==> src/rtl/vjtag_uart_pkg.sv <==
// Shared types and constants for the VirtualJTAG UART FIFO bridge.
package vjtag_uart_pkg;

  typedef logic [7:0] byte_t;

  // Host read command sequencer states
  typedef enum logic [1:0] {
    StIdle = 2'd0,
    StHdr  = 2'd1,
    StHdr2 = 2'd2,
    StData = 2'd3
  } rd_state_e;

  localparam byte_t FillByteDefault = 8'h00;

  // Clamp a count to a limit and return it as a byte (limit is always <= 255)
  function automatic byte_t sat_byte(input int unsigned value, input int unsigned limit);
    return (value > limit) ? byte_t'(limit) : byte_t'(value);
  endfunction

endpackage

==> src/rtl/sync_fifo.sv <==
// Single-clock FIFO with synchronous reset and full/empty/count flags.
// A push while full is accepted when a pop happens in the same cycle.
module sync_fifo #(
  parameter int unsigned WIDTH = 8,
  parameter int unsigned DEPTH = 16
) (
  input  logic                     m_clock,
  input  logic                     p_reset,
  input  logic                     push,
  input  logic [WIDTH-1:0]         push_data,
  input  logic                     pop,
  output logic [WIDTH-1:0]         head,
  output logic                     full,
  output logic                     empty,
  output logic [$clog2(DEPTH):0]   count
);

  localparam int unsigned AW = $clog2(DEPTH);

  logic [WIDTH-1:0] mem_q [DEPTH];
  logic [AW-1:0]    wr_ptr_q, rd_ptr_q;
  logic [AW:0]      count_q;
  logic             do_push, do_pop;

  assign empty   = (count_q == '0);
  assign full    = (count_q == (AW+1)'(DEPTH));
  assign do_pop  = pop && !empty;
  assign do_push = push && (!full || do_pop);
  assign head    = mem_q[rd_ptr_q];
  assign count   = count_q;

  // Pointers and occupancy
  always_ff @(posedge m_clock) begin
    if (p_reset) begin
      wr_ptr_q <= '0;
      rd_ptr_q <= '0;
      count_q  <= '0;
    end else begin
      if (do_push) wr_ptr_q <= wr_ptr_q + AW'(1);
      if (do_pop)  rd_ptr_q <= rd_ptr_q + AW'(1);
      case ({do_push, do_pop})
        2'b10:   count_q <= count_q + (AW+1)'(1);
        2'b01:   count_q <= count_q - (AW+1)'(1);
        default: count_q <= count_q;
      endcase
    end
  end

  // Storage array; contents are don't-care while empty so it needs no reset
  always_ff @(posedge m_clock) begin
    if (do_push) mem_q[wr_ptr_q] <= push_data;
  end

endmodule

==> src/rtl/vjtag_uart_fifo.sv <==
// User-side peer of the VirtualJTAG byte channel. RX FIFO buffers host->FPGA bytes,
// TX FIFO buffers FPGA->host bytes; every host read is framed with a count header.
// Optional VJTAG_UART_FIFO_STATUS_EN: adds an RX free-space header byte and lets
// recv_init clear rx_overflow.
module vjtag_uart_fifo
  import vjtag_uart_pkg::*;
#(
  parameter int unsigned DEPTH     = 16,
  parameter byte_t       FILL_BYTE = FillByteDefault,
  parameter int unsigned HDR_MAX   = 255
) (
  input  logic       m_clock,
  input  logic       p_reset,
  input  logic       recv_init,
  input  logic       recv,
  input  logic [7:0] recv_data,
  input  logic       send_init,
  input  logic       send_ready,
  output logic       send,
  output logic [7:0] send_data,
  output logic       rx_valid,
  input  logic       rx_ready,
  output logic [7:0] rx_data,
  input  logic       tx_valid,
  output logic       tx_ready,
  input  logic [7:0] tx_data,
  output logic       rx_overflow
);

  localparam int unsigned CW = $clog2(DEPTH) + 1;

  // RX path
  logic          rx_pop, rx_full, rx_empty;
  logic [CW-1:0] rx_count;

  assign rx_pop   = rx_valid && rx_ready;
  assign rx_valid = !rx_empty;

  sync_fifo #(
    .WIDTH (8),
    .DEPTH (DEPTH)
  ) u_rx_fifo (
    .m_clock   (m_clock),
    .p_reset   (p_reset),
    .push      (recv),
    .push_data (recv_data),
    .pop       (rx_pop),
    .head      (rx_data),
    .full      (rx_full),
    .empty     (rx_empty),
    .count     (rx_count)
  );

  // TX path
  logic          tx_push, tx_pop, tx_full, unused_tx_empty;
  logic [CW-1:0] tx_count;
  byte_t         tx_head;

  assign tx_ready = !tx_full;
  assign tx_push  = tx_valid && tx_ready;

  sync_fifo #(
    .WIDTH (8),
    .DEPTH (DEPTH)
  ) u_tx_fifo (
    .m_clock   (m_clock),
    .p_reset   (p_reset),
    .push      (tx_push),
    .push_data (tx_data),
    .pop       (tx_pop),
    .head      (tx_head),
    .full      (tx_full),
    .empty     (unused_tx_empty),
    .count     (tx_count)
  );

  // Read command sequencer
  rd_state_e state_q, state_d, cur_state;
  byte_t     remaining_q, remaining_d, cur_remaining, snap_remaining;
  byte_t     load_data, send_data_q;
  logic      send_q, rx_overflow_q;

  assign snap_remaining = sat_byte(32'(tx_count), HDR_MAX);
  // send_init takes effect before a coincident send_ready, which then acts on HDR
  assign cur_state      = send_init ? StHdr : state_q;
  assign cur_remaining  = send_init ? snap_remaining : remaining_q;

`ifdef VJTAG_UART_FIFO_STATUS_EN
  byte_t rx_free_q, rx_free_d, cur_rx_free, snap_rx_free;

  assign snap_rx_free = sat_byte(DEPTH - 32'(rx_count), 255);
  assign cur_rx_free  = send_init ? snap_rx_free : rx_free_q;
`else
  logic unused_status;
  assign unused_status = ^{rx_count, recv_init};
`endif

  // State, remaining count and snapshot registers
  always_ff @(posedge m_clock) begin
    if (p_reset) begin
      state_q     <= StIdle;
      remaining_q <= '0;
`ifdef VJTAG_UART_FIFO_STATUS_EN
      rx_free_q   <= '0;
`endif
    end else begin
      state_q     <= state_d;
      remaining_q <= remaining_d;
`ifdef VJTAG_UART_FIFO_STATUS_EN
      rx_free_q   <= rx_free_d;
`endif
    end
  end

  // Next-state: snapshot on send_init, advance on send_ready
  always_comb begin
    state_d     = state_q;
    remaining_d = remaining_q;
`ifdef VJTAG_UART_FIFO_STATUS_EN
    rx_free_d   = rx_free_q;
`endif
    if (send_init) begin
      state_d     = StHdr;
      remaining_d = snap_remaining;
`ifdef VJTAG_UART_FIFO_STATUS_EN
      rx_free_d   = snap_rx_free;
`endif
    end
    if (send_ready) begin
      unique case (cur_state)
        StIdle: ;
`ifdef VJTAG_UART_FIFO_STATUS_EN
        StHdr:  state_d = StHdr2;
`else
        StHdr:  state_d = StData;
`endif
        StHdr2: state_d = StData;
        StData: if (cur_remaining != '0) remaining_d = cur_remaining - 8'd1;
        default: ;
      endcase
    end
  end

  // Output decode: byte to load and TX pop for this send_ready
  always_comb begin
    load_data = FILL_BYTE;
    tx_pop    = 1'b0;
    unique case (cur_state)
      StIdle: ;
      StHdr:  load_data = cur_remaining;
`ifdef VJTAG_UART_FIFO_STATUS_EN
      StHdr2: load_data = cur_rx_free;
`else
      StHdr2: ;
`endif
      StData: begin
        if (cur_remaining != '0) begin
          load_data = tx_head;
          tx_pop    = send_ready;
        end
      end
      default: ;
    endcase
  end

  // Registered load strobe: one cycle after send_ready
  always_ff @(posedge m_clock) begin
    if (p_reset) begin
      send_q      <= 1'b0;
      send_data_q <= '0;
    end else begin
      send_q <= send_ready;
      if (send_ready) send_data_q <= load_data;
    end
  end

  // Sticky overflow: a received byte found RX full with no pop to make room
  always_ff @(posedge m_clock) begin
    if (p_reset) begin
      rx_overflow_q <= 1'b0;
    end else if (recv && rx_full && !rx_pop) begin
      rx_overflow_q <= 1'b1;
`ifdef VJTAG_UART_FIFO_STATUS_EN
    end else if (recv_init) begin
      rx_overflow_q <= 1'b0;
`endif
    end
  end

  assign send        = send_q;
  assign send_data   = send_data_q;
  assign rx_overflow = rx_overflow_q;

endmodule

==> config.mk <==
export PLATFORM = sky130hd
export DESIGN_NAME = vjtag_uart_fifo
export DESIGN_NICKNAME = d
export VERILOG_FILES = /design/src/rtl/vjtag_uart_pkg.sv /design/src/rtl/sync_fifo.sv /design/src/rtl/vjtag_uart_fifo.sv
export SDC_FILE = /design/constraint.sdc
export NUM_CORES = 1
export LEC_CHECK = 0
export CAP_MARGIN = 20
export CELL_PAD_IN_SITES_DETAIL_PLACEMENT = 1
export CELL_PAD_IN_SITES_GLOBAL_PLACEMENT = 2
export CORE_MARGIN = 2
export CORE_UTILIZATION = 40
export DETAILED_ROUTE_END_ITERATION = 10
export HOLD_SLACK_MARGIN = 0.02
export PLACE_DENSITY_LB_ADDON = 0.1
export SLEW_MARGIN = 10
export SYNTH_ARGS = -nofsm -noshare
export SYNTH_HDL_FRONTEND = slang
export SYNTH_HIERARCHICAL = 1
export SYNTH_SLANG_ARGS = --single-unit
==> constraint.sdc <==
create_clock -name m_clock -period 10.6 [get_ports m_clock]
set_input_delay 2.12 -clock m_clock [delete_from_list [all_inputs] [get_ports m_clock]]
set_output_delay 2.12 -clock m_clock [all_outputs]
set_load 0.005 [all_outputs]
==> results of run 1 <==
==> registers in the layout, summed over array words and instances (netlist names), named ones only <==
register and flops:
u_rx_fifo/mem_q 128, u_tx_fifo/mem_q 128, remaining_q 8, send_data 8, u_rx_fifo/count 5, u_tx_fifo/count 5
u_rx_fifo/rd_ptr_q 4, u_rx_fifo/wr_ptr_q 4, u_tx_fifo/rd_ptr_q 4, u_tx_fifo/wr_ptr_q 4, state_q 2, rx_overflow 1
send 1
==> cell type report <==
cell class / instances / area share
Clock buffer: 46 / 0.06255
Clock inverter: 18 / 0.01536
Inverter: 23 / 0.005825
Multi-Input combinational cell: 415 / 0.2569
Sequential cell: 310 / 0.5918
Tap cell: 402 / 0.03394
Timing Repair Buffer: 53 / 0.03360
==> layer usage <==
metal | global-route usage | routed length [µm] | up-vias
li1 | - | - | 3210
met1 | 0.2183 | 11920 | 3576
met2 | 0.3171 | 14950 | 117
met3 | 0.02502 | 796 | 45
met4 | 0.05408 | 677 | 0
met5 | 0 | 0 | -
==> stage by stage <==
stage	util	cell area, µm²	worst slack [ns]
after floorplan	-	12850	5.026
after global placement	0.4331	13670	3.778
after detailed placement	0.4331	13670	3.706
after CTS	0.4697	14820	4.231
after global routing	0.4697	14820	3.827
final	0.4697	14820	4.228
==> placed cells by master, fill, tap and decap left out, types with 9 or more instances in the layout <==
master           count
a21oi_1             18
a22oi_1             33
and2_1              16
and3_1              11
buf_4               11
clkbuf_1            10
clkbuf_16           35
clkdlybuf4s50_1     41
dfxtp_1             51
edfxtp_1           256
ha_1                18
inv_1               21
mux2i_1              9
mux4_2              64
nand2_1             33
nand3_1             15
nor2_1              52
nor2b_1             14
nor3_1              14
o21a_1               9
o21ai_0             10
==> report_power, final <==
group / switching, mW / internal, mW
clock: 0.475 / 0.723
sequential: 0.0356 / 1.36
combinational: 0.217 / 0.195
==> worst reg2reg max path, cell delays in order, from the launching register on <==
cell       delay, ns
dfxtp_1         0.45
nand2_1         0.11
a21boi_0        0.21
ha_1            0.28
and4bb_2        0.25
o21ai_2         0.29
o21ai_2         0.14
inv_1           0.29
nor2b_1         0.27
o21ai_4         0.11
fa_1            0.42
nand2b_1        0.16
o2bb2ai_1       0.18
and3_1          0.21
or4_1           0.46
==> worst min path at each step <==
stage	startpoint	slack, ns	end	cells after the start
after detailed placement	rx_overflow$_SDFFE_PP0P_	0.46	rx_overflow$_SDFFE_PP0P_	1
final	rx_overflow$_SDFFE_PP0P_	0.47	rx_overflow$_SDFFE_PP0P_	1
after floorplan	rx_overflow$_SDFFE_PP0P_	0.46	rx_overflow$_SDFFE_PP0P_	1
after CTS	rx_overflow$_SDFFE_PP0P_	0.47	rx_overflow$_SDFFE_PP0P_	1
after global routing	rx_overflow$_SDFFE_PP0P_	0.48	rx_overflow$_SDFFE_PP0P_	1
after global placement	rx_overflow$_SDFFE_PP0P_	0.45	rx_overflow$_SDFFE_PP0P_	1
==> impl_metrics.yaml, run 1 <==
yosys:
  yosysWarningCount: 6
  syn-cell-area_um2: 12850
  syn-instance-count: 787
  syn_nets: 831
  avgSynthCellArea_um2: 16.32
floorplanning:
  ios: 44
  core_um2: 31560
  rows: 65
  initial_core_util: 0.4071
  die_x_um: 183.2
  dieArea_um2: 33570
  dieHeight_um: 183.2
setup_path:
  timing.critical_path.from: "send_init"
  cp_top_family: "buffers and inverters"
  reg2reg_from: "u_tx_fifo/count[1]$_SDFFE_PP0P_"
  worstSetupStartpointType: "input pin"
  slowest_stage: "clkdlybuf4s50_1"
  r2r_slack_ns: 6.67
  cp.required_ns: 10.99
  worst_ep_arrival_time_ns: 6.76
  cpPeakStageDelay_ns: 0.90
  cp.depth: 15
  end_kind: "flip-flop"
  path_max_fanout: 16
  path_buf_inv: 4
  critPathKind: "in2reg"
  r2r-end: "u_tx_fifo/count[4]$_SDFFE_PP0P_"
  crit_chain: "clkdlybuf4s50_1 > inv_1 > a21boi_0 > ha_1 > nor4b_2 > o21ai_2 > o21ai_2 > inv_1 > nor2b_1 > o21ai_4 > inv_2 > ha_1 > o2bb2ai_1 > a2111oi_0 > or4_1"
  reg2regPathDepth: 14
  cp-endpoint: "u_tx_fifo/count[4]$_SDFFE_PP0P_"
placed_design:
  place_inst: 1203
  gp_congestion: 0.7816
  port_buffers: 42
  dp_hpwl_um: 18690
final_layout:
  final_cells: 1267
  drive_gt1_frac: 0.1769
  diodes: 0
  multi_input_area_um2: 3807
  nFillCells: 3001
  layout.area.seq_um2: 8772
  nets: 882
  syn2layout_area_growth_pct: 15.37
clocking:
  path_clk_slew_ns: 0.06
  cts_inserted_buffers: 35
  ctsResizeCount: 0
  cts.sinks: 310
  clockRootBuffer: "clkbuf_16"
  cts_tree: "built"
  post_cts_buffers: 0
  holdBufCountCts: 0
  htreeDepth: 2
  cts_buffer_depth: 3
  clk_latency_ns: 0.52
global_routing:
  antenna_found_initial: 0
  grt_max_degree: 46
  grt_pass1_wl_um: 44790
  grt_use_total: 0.1755
  first_global_vias: 7635
  gr-total-overflow: 0
route:
  drt-initial-drc-count: 323
  drcViolationCount: 0
  antenna_left: 0
  first_pass_iters: 5
  wirelength_um: 28350
  vias: 6948
  wl_per_cell_um: 22.38
  avgViaCountPerCell: 5.484
timing:
  fmax_mhz: 156.9
  finalSetupTns_ns: 0
  timing.hold.ws_ns: 0.4663
  slew_headroom: 0.3836
  final_hold_viol_count: 0
  setup_viol: 0
  fin_crit_sh: 0.6011
  skew_ns: 0.01055
  post-route-min-period_ns: 6.372
  grt_setup_unrepaired: "false"
  worst_pin_slew_ns: 0.9246
  slew_viol_final: 0
run_status:
  status: "complete, no violations"
min_path:
  hold_class: "reg2reg"
power:
  p_leak_nw: 4.885
  peakVddDrop_uv: 111.1
  p_per_area_nw_per_um2: 202.8
  power.total_mw: 3.005
run:
  maxCapViolCount: 0
Power figures use the tool's default switching activity.
==> run 2: changes to the inputs <==
- clock period: 10.6 -> 6.2 ns (I/O delays scaled with it)
==> run 2 against run 1 <==
Against the previous run: count of clock-buffer cells in the layout down 3; first-iteration DRC count grew 11%; combinational power grew 64%; routed wire length shrank 0.42%; cell count unchanged; worst setup slack worse by 2.9 ns; hold slack improved by 0.0040 ns; register-to-register slack got worse by 4.4 ns; sequential power up 73%; clock skew is 0.011 ns higher; critical path type unchanged; critical endpoint unchanged; largest power group unchanged.
==> impl_metrics.yaml, run 2 (synthesis results as in run 1) <==
clocking:
  ctsResizeCount: 0
  htreeDepth: 2
  cts_inserted_buffers: 35
  cts_buffer_depth: 3
  clk_latency_ns: 0.53
  holdBufCountCts: 0
  clockRootBuffer: "clkbuf_16"
  post_cts_buffers: 0
  path_clk_slew_ns: 0.06
  cts.sinks: 310
  cts_tree: "built"
global_routing:
  grt_use_total: 0.1738
  grt_util_met1: 0.2216
  first_global_vias: 7581
  use_met3: 0.02859
  grt_max_degree: 33
  antenna_found_initial: 0
  gr-total-overflow: 0
  grt_pass1_wl_um: 44550
  use_met2: 0.3062
  grt-busiest-layer: "met2"
route:
  drcViolationCount: 0
  wl_per_cell_um: 22.28
  antenna_left: 0
  wirelength_um: 28230
  avgViaCountPerCell: 5.432
  vias: 6882
  first_pass_iters: 4
  drt-initial-drc-count: 360
power:
  p_leak_nw: 4.879
  peakVddDrop_uv: 201.8
  combPwrFrac: 0.132
  switching_power_mw: 1.257
  switching_share: 0.2468
  power_frac_seq: 0.474
  power.internal_mw: 3.834
  pwr-share-clk: 0.393
  p_per_area_nw_per_um2: 344.3
final_layout:
  final_cell_mix: "edfxtp_1 (256), mux4_2 (64), nor2_1 (52), dfxtp_1 (51), clkdlybuf4s50_1 (41)"
  top_regs: "u_rx_fifo/mem_q x128, u_tx_fifo/mem_q x128"
  nFillCells: 3040
  drive_gt1_frac: 0.1780
  nets: 883
  layout_commonest_cell: "edfxtp_1"
  diodes: 0
  syn2layout_area_growth_pct: 15.09
run:
  maxCapViolCount: 0
setup_path:
  critPathKind: "in2reg"
  worst_ep_arrival_time_ns: 5.31
  worstSetupStartpointType: "input pin"
  cpPeakStageDelay_ns: 0.45
  slowest_stage: "or4_1"
  path_max_fanout: 11
  cp.required_ns: 6.60
  crit_chain: "clkdlybuf4s50_1 > inv_1 > a21boi_0 > ha_1 > and4bb_2 > o21ai_2 > o21ai_2 > inv_1 > nor2b_1 > o21ai_4 > fa_1 > nand2b_1 > o2bb2ai_1 > and3_1 > or4_1"
  end_kind: "flip-flop"
floorplanning:
  dieHeight_um: 183.2
  ios: 44
  initial_core_util: 0.4071
  dieArea_um2: 33570
  rows: 65
  die_x_um: 183.2
  core_um2: 31560
placed_design:
  dp_hpwl_um: 18850
  port_buffers: 42
  gp_congestion: 0.8209
  place_ws_ns: 0.8156
run_status:
  status: "complete, no violations"
timing:
  fin_ws_ns: 1.294
  slew_viol_final: 0
  slew_headroom: 0.3360
  worst_pin_slew_ns: 0.9923
  post-route-min-period_ns: 4.906
  fin_crit_sh: 0.7913
  finalSetupTns_ns: 0
  skew_ns: 0.02197
  grt_setup_unrepaired: "false"
  fmax_mhz: 203.8
  setup_viol: 0
  final_hold_viol_count: 0
min_path:
  hold_class: "reg2reg"
[run 2: changes by cell type in the layout (fill, tap and decap cells not counted)]
cell        change
clkbuf_1        -2
clkbuf_8        -1
clkinv_2        +4
clkinv_1        +1
buf_4           +1
clkinvlp_4      -1
clkinv_4        -1
bufinv_16       -1
[run 2: final timing paths]
path	start	endpoint	slack, ns	cells past startpoint
max	send_init	u_tx_fifo/count[4]$_SDFFE_PP0P_	1.29	15
min	rx_overflow$_SDFFE_PP0P_	rx_overflow$_SDFFE_PP0P_	0.47	1
max reg2reg	u_tx_fifo/count[0]$_SDFFE_PP0P_	u_tx_fifo/count[4]$_SDFFE_PP0P_	2.29	15
min reg2reg	rx_overflow$_SDFFE_PP0P_	rx_overflow$_SDFFE_PP0P_	0.47	1
[run 2: worst max-delay path, delay by kind of cell]
family	cells	cell delay, ns
and+or+nand+nor	5	1.34
AOI/OAI and AO/OA	5	0.97
buffers and inverters	3	1.06
adders and majority gates	2	0.70
[run 2: per-stage QoR]
stage / hold slack, ns / area [µm²] / cells / power (mW) / util
floorplan: 0.4642 / 12850 / 787 / 2.917 / -
finish: 0.4703 / 14790 / 1267 / 5.091 / 0.4686
CTS: 0.4765 / 14790 / 1267 / 5.158 / 0.4686
global placement: 0.4454 / 13670 / 1204 / 3.116 / 0.4333
detailed placement: 0.4631 / 13670 / 1204 / 3.145 / 0.4333
global route: 0.4861 / 14790 / 1267 / 5.323 / 0.4686
[run 2: layout make-up]
| cell class | instances | area (µm²) | share of cell area |
|---|---|---|---|
| clock inverter | 20 | 205.2 | 0.01388 |
| clock buffer | 43 | 905.9 | 0.06127 |
| sequential | 310 | 8772 | 0.5933 |
| inverter | 23 | 86.33 | 0.005839 |
| multi-input combinational | 415 | 3807 | 0.2575 |
| tap | 402 | 503.0 | 0.03402 |
| timing repair buffer | 54 | 505.5 | 0.03419 |
[run 2: power by group through the flow]
stage	Clock [mW]	Sequential (mW)	Combinational, mW
after floorplan	0	2.39	0.523
after global placement	0	2.46	0.659
after detailed placement	0	2.46	0.683
after CTS	2.06	2.42	0.684
after global routing	2.14	2.43	0.749
final	2.00	2.41	0.674
[run 2: routing by layer]
layer,up-vias,routed length [µm]
li1,3205,-
met1,3540,12310
met2,97,14490
met3,40,816
met4,0,621
met5,-,0
==> patch (config.mk and constraints of run 2) <==
Add a define of `VJTAG_UART_FIFO_STATUS_EN`.
--- a/src/rtl/vjtag_uart_fifo.sv
+++ b/src/rtl/vjtag_uart_fifo.sv
@@ -2,6 +2,8 @@
 // TX FIFO buffers FPGA->host bytes; every host read is framed with a count header.
 // Optional VJTAG_UART_FIFO_STATUS_EN: adds an RX free-space header byte and lets
 // recv_init clear rx_overflow.
+`define VJTAG_UART_FIFO_STATUS_EN
+
 module vjtag_uart_fifo
   import vjtag_uart_pkg::*;
 #(
Formal check against the unedited RTL: not equivalent (Yosys sat finds a counterexample within 4 cycles, from zero or initial values and one cycle with p_reset high).
==> patch against run 2 <==
  * Critical path depth shrank 1
  * Power grew 5.4%
  * Global-route usage grew 0.80 points
  * Area after synthesis grew 3.3%
  * Setup slack gained 0.072 ns
  * Wire length grew 6.8%
  * Sequential cell count grew 8
  * Final area grew 3.6%
  * Combinational power grew 9.2%
  * Die area grew 3.2%
  * Critical endpoint unchanged
  * Largest power group unchanged
==> patch: results (changes against run 2) <==
* Status: complete, no violations
* Postcts setup bufs at 0 (unchanged)
* Final nets at 916 (+3.7%)
* Antenna violations before repair at 0 (unchanged)
* IO buf count at 43 (+2.4%)
* Fraction of layout cells with a size suffix above 1 at 16.7% (-1.1 points)
* Clk Latency, worst-skew pair at 0.53 ns (about the same)
* Clock transition at path regs at 0.05 ns
* CTS resizes at 0 (unchanged)
* Dpl cells at 1272 (+5.6%)
* Pre-CTS WS at 0.840 ns (+0.0249 ns)
* GP Congestion at 0.803 (-2.2%)
* Worst Skew at 0.0212 ns (-0.000814 ns)
* Filler cell count at 3118 (+2.6%)
* First-pass GRT wire length at 47100 um (+5.8%)
* DP HPWL at 20300 um (+7.6%)
* Vias at 7198 (+4.6%)
* Remaining Overflow, GRT at 0 (unchanged)
* Initial DRT Pass Iterations at 4 (unchanged)
* Routed vias/inst at 5.38 (-1.0%)
* Largest net degree at the start of global routing at 34 (+3.0%)
* CTS max path bufs at 3 (unchanged)
* Synth Net Count at 866 (+4.2%)
* Synth warn at 6 (unchanged)
* Syn avg cell area at 16.2 sq um (-0.99%)
* Overall routed net length at 30200 um (+6.8%)
* Worst vdd ir at 223 uV (+11%)
* Vias in the first global route at 7858 (+3.7%)
* Crit path DAT at 5.23 ns (-0.08 ns)
* CTS root buffer: clkbuf_16
* Antenna cell count at 0 (unchanged)
* Global-route usage over all layers at 18.2% (+0.80 points)
* Normalized max-slew margin at 40.8% (+7.2 points)
* Initial drt markers at 338 (-6.1%)
* Leak at 5.05 nW (+3.4%)
* Hold Path Class: register to register
* CP Max Fanout at 26 (+15)
* H-tree depth at 2 (unchanged)
* CTS buffer count at 37 (+5.7%)
* Largest regs: u_rx_fifo/mem_q (128), u_tx_fifo/mem_q (128)
[patch: through the flow]
step	hold slack [ns]	area, sq um
final	0.465	15300
after global routing	0.492	15300
after CTS	0.476	15300
after detailed placement	0.456	14100
after global placement	0.456	14100
after floorplan	0.428	13300
[patch: cell type report]
| class | instances | area, sq um | share of cell area (%) |
|---|---|---|---|
| Tap cell | 442 | 553 | 3.61 |
| Multi-Input combinational cell | 437 | 4050 | 26.5 |
| Clock buffer | 46 | 981 | 6.41 |
| Inverter | 27 | 101 | 0.662 |
| Clock inverter | 19 | 219 | 1.43 |
| Sequential cell | 318 | 8930 | 58.3 |
| Timing Repair Buffer | 50 | 473 | 3.09 |
[patch: critical path, stage by stage]
cell	delay, ns
clkdlybuf4s50_1	0.51
buf_4	0.34
mux2i_4	0.36
ha_1	0.21
nor4b_2	0.34
o221ai_2	0.22
and2_4	0.25
nor2b_1	0.14
o21ai_2	0.13
inv_1	0.19
ha_1	0.35
o2bb2ai_1	0.30
a2111oi_0	0.11
or4_1	0.52
[patch: final timing paths]
kind / from / to / slack [ns] / depth (start not counted)
min: rx_free_q[3] / rx_free_q[3] / 0.47 / 2
min reg2reg: rx_free_q[3] / rx_free_q[3] / 0.47 / 2
max reg2reg: u_tx_fifo/count[0] / u_tx_fifo/count[4] / 2.45 / 12
max: send_init / u_tx_fifo/count[4] / 1.37 / 14
[patch: power by group]
| group | internal [mW] | leakage (nW) | switching [mW] |
|---|---|---|---|
| Clock | 1.30 | 0.582 | 0.837 |
| Combinational | 0.363 | 1.65 | 0.372 |
| Sequential | 2.39 | 2.82 | 0.113 |
| Total | 4.04 | 5.05 | 1.32 |
[patch: metal layers]
| layer | vias to the layer above | GRT usage (%) | share of wire (%) |
|---|---|---|---|
| li1 | 3348 | - | - |
| met1 | 3689 | 22.7 | 43 |
| met2 | 111 | 32.3 | 51 |
| met3 | 50 | 3.21 | 3.3 |
| met4 | 0 | 5.64 | 2.2 |
| met5 | - | 0 | 0 |
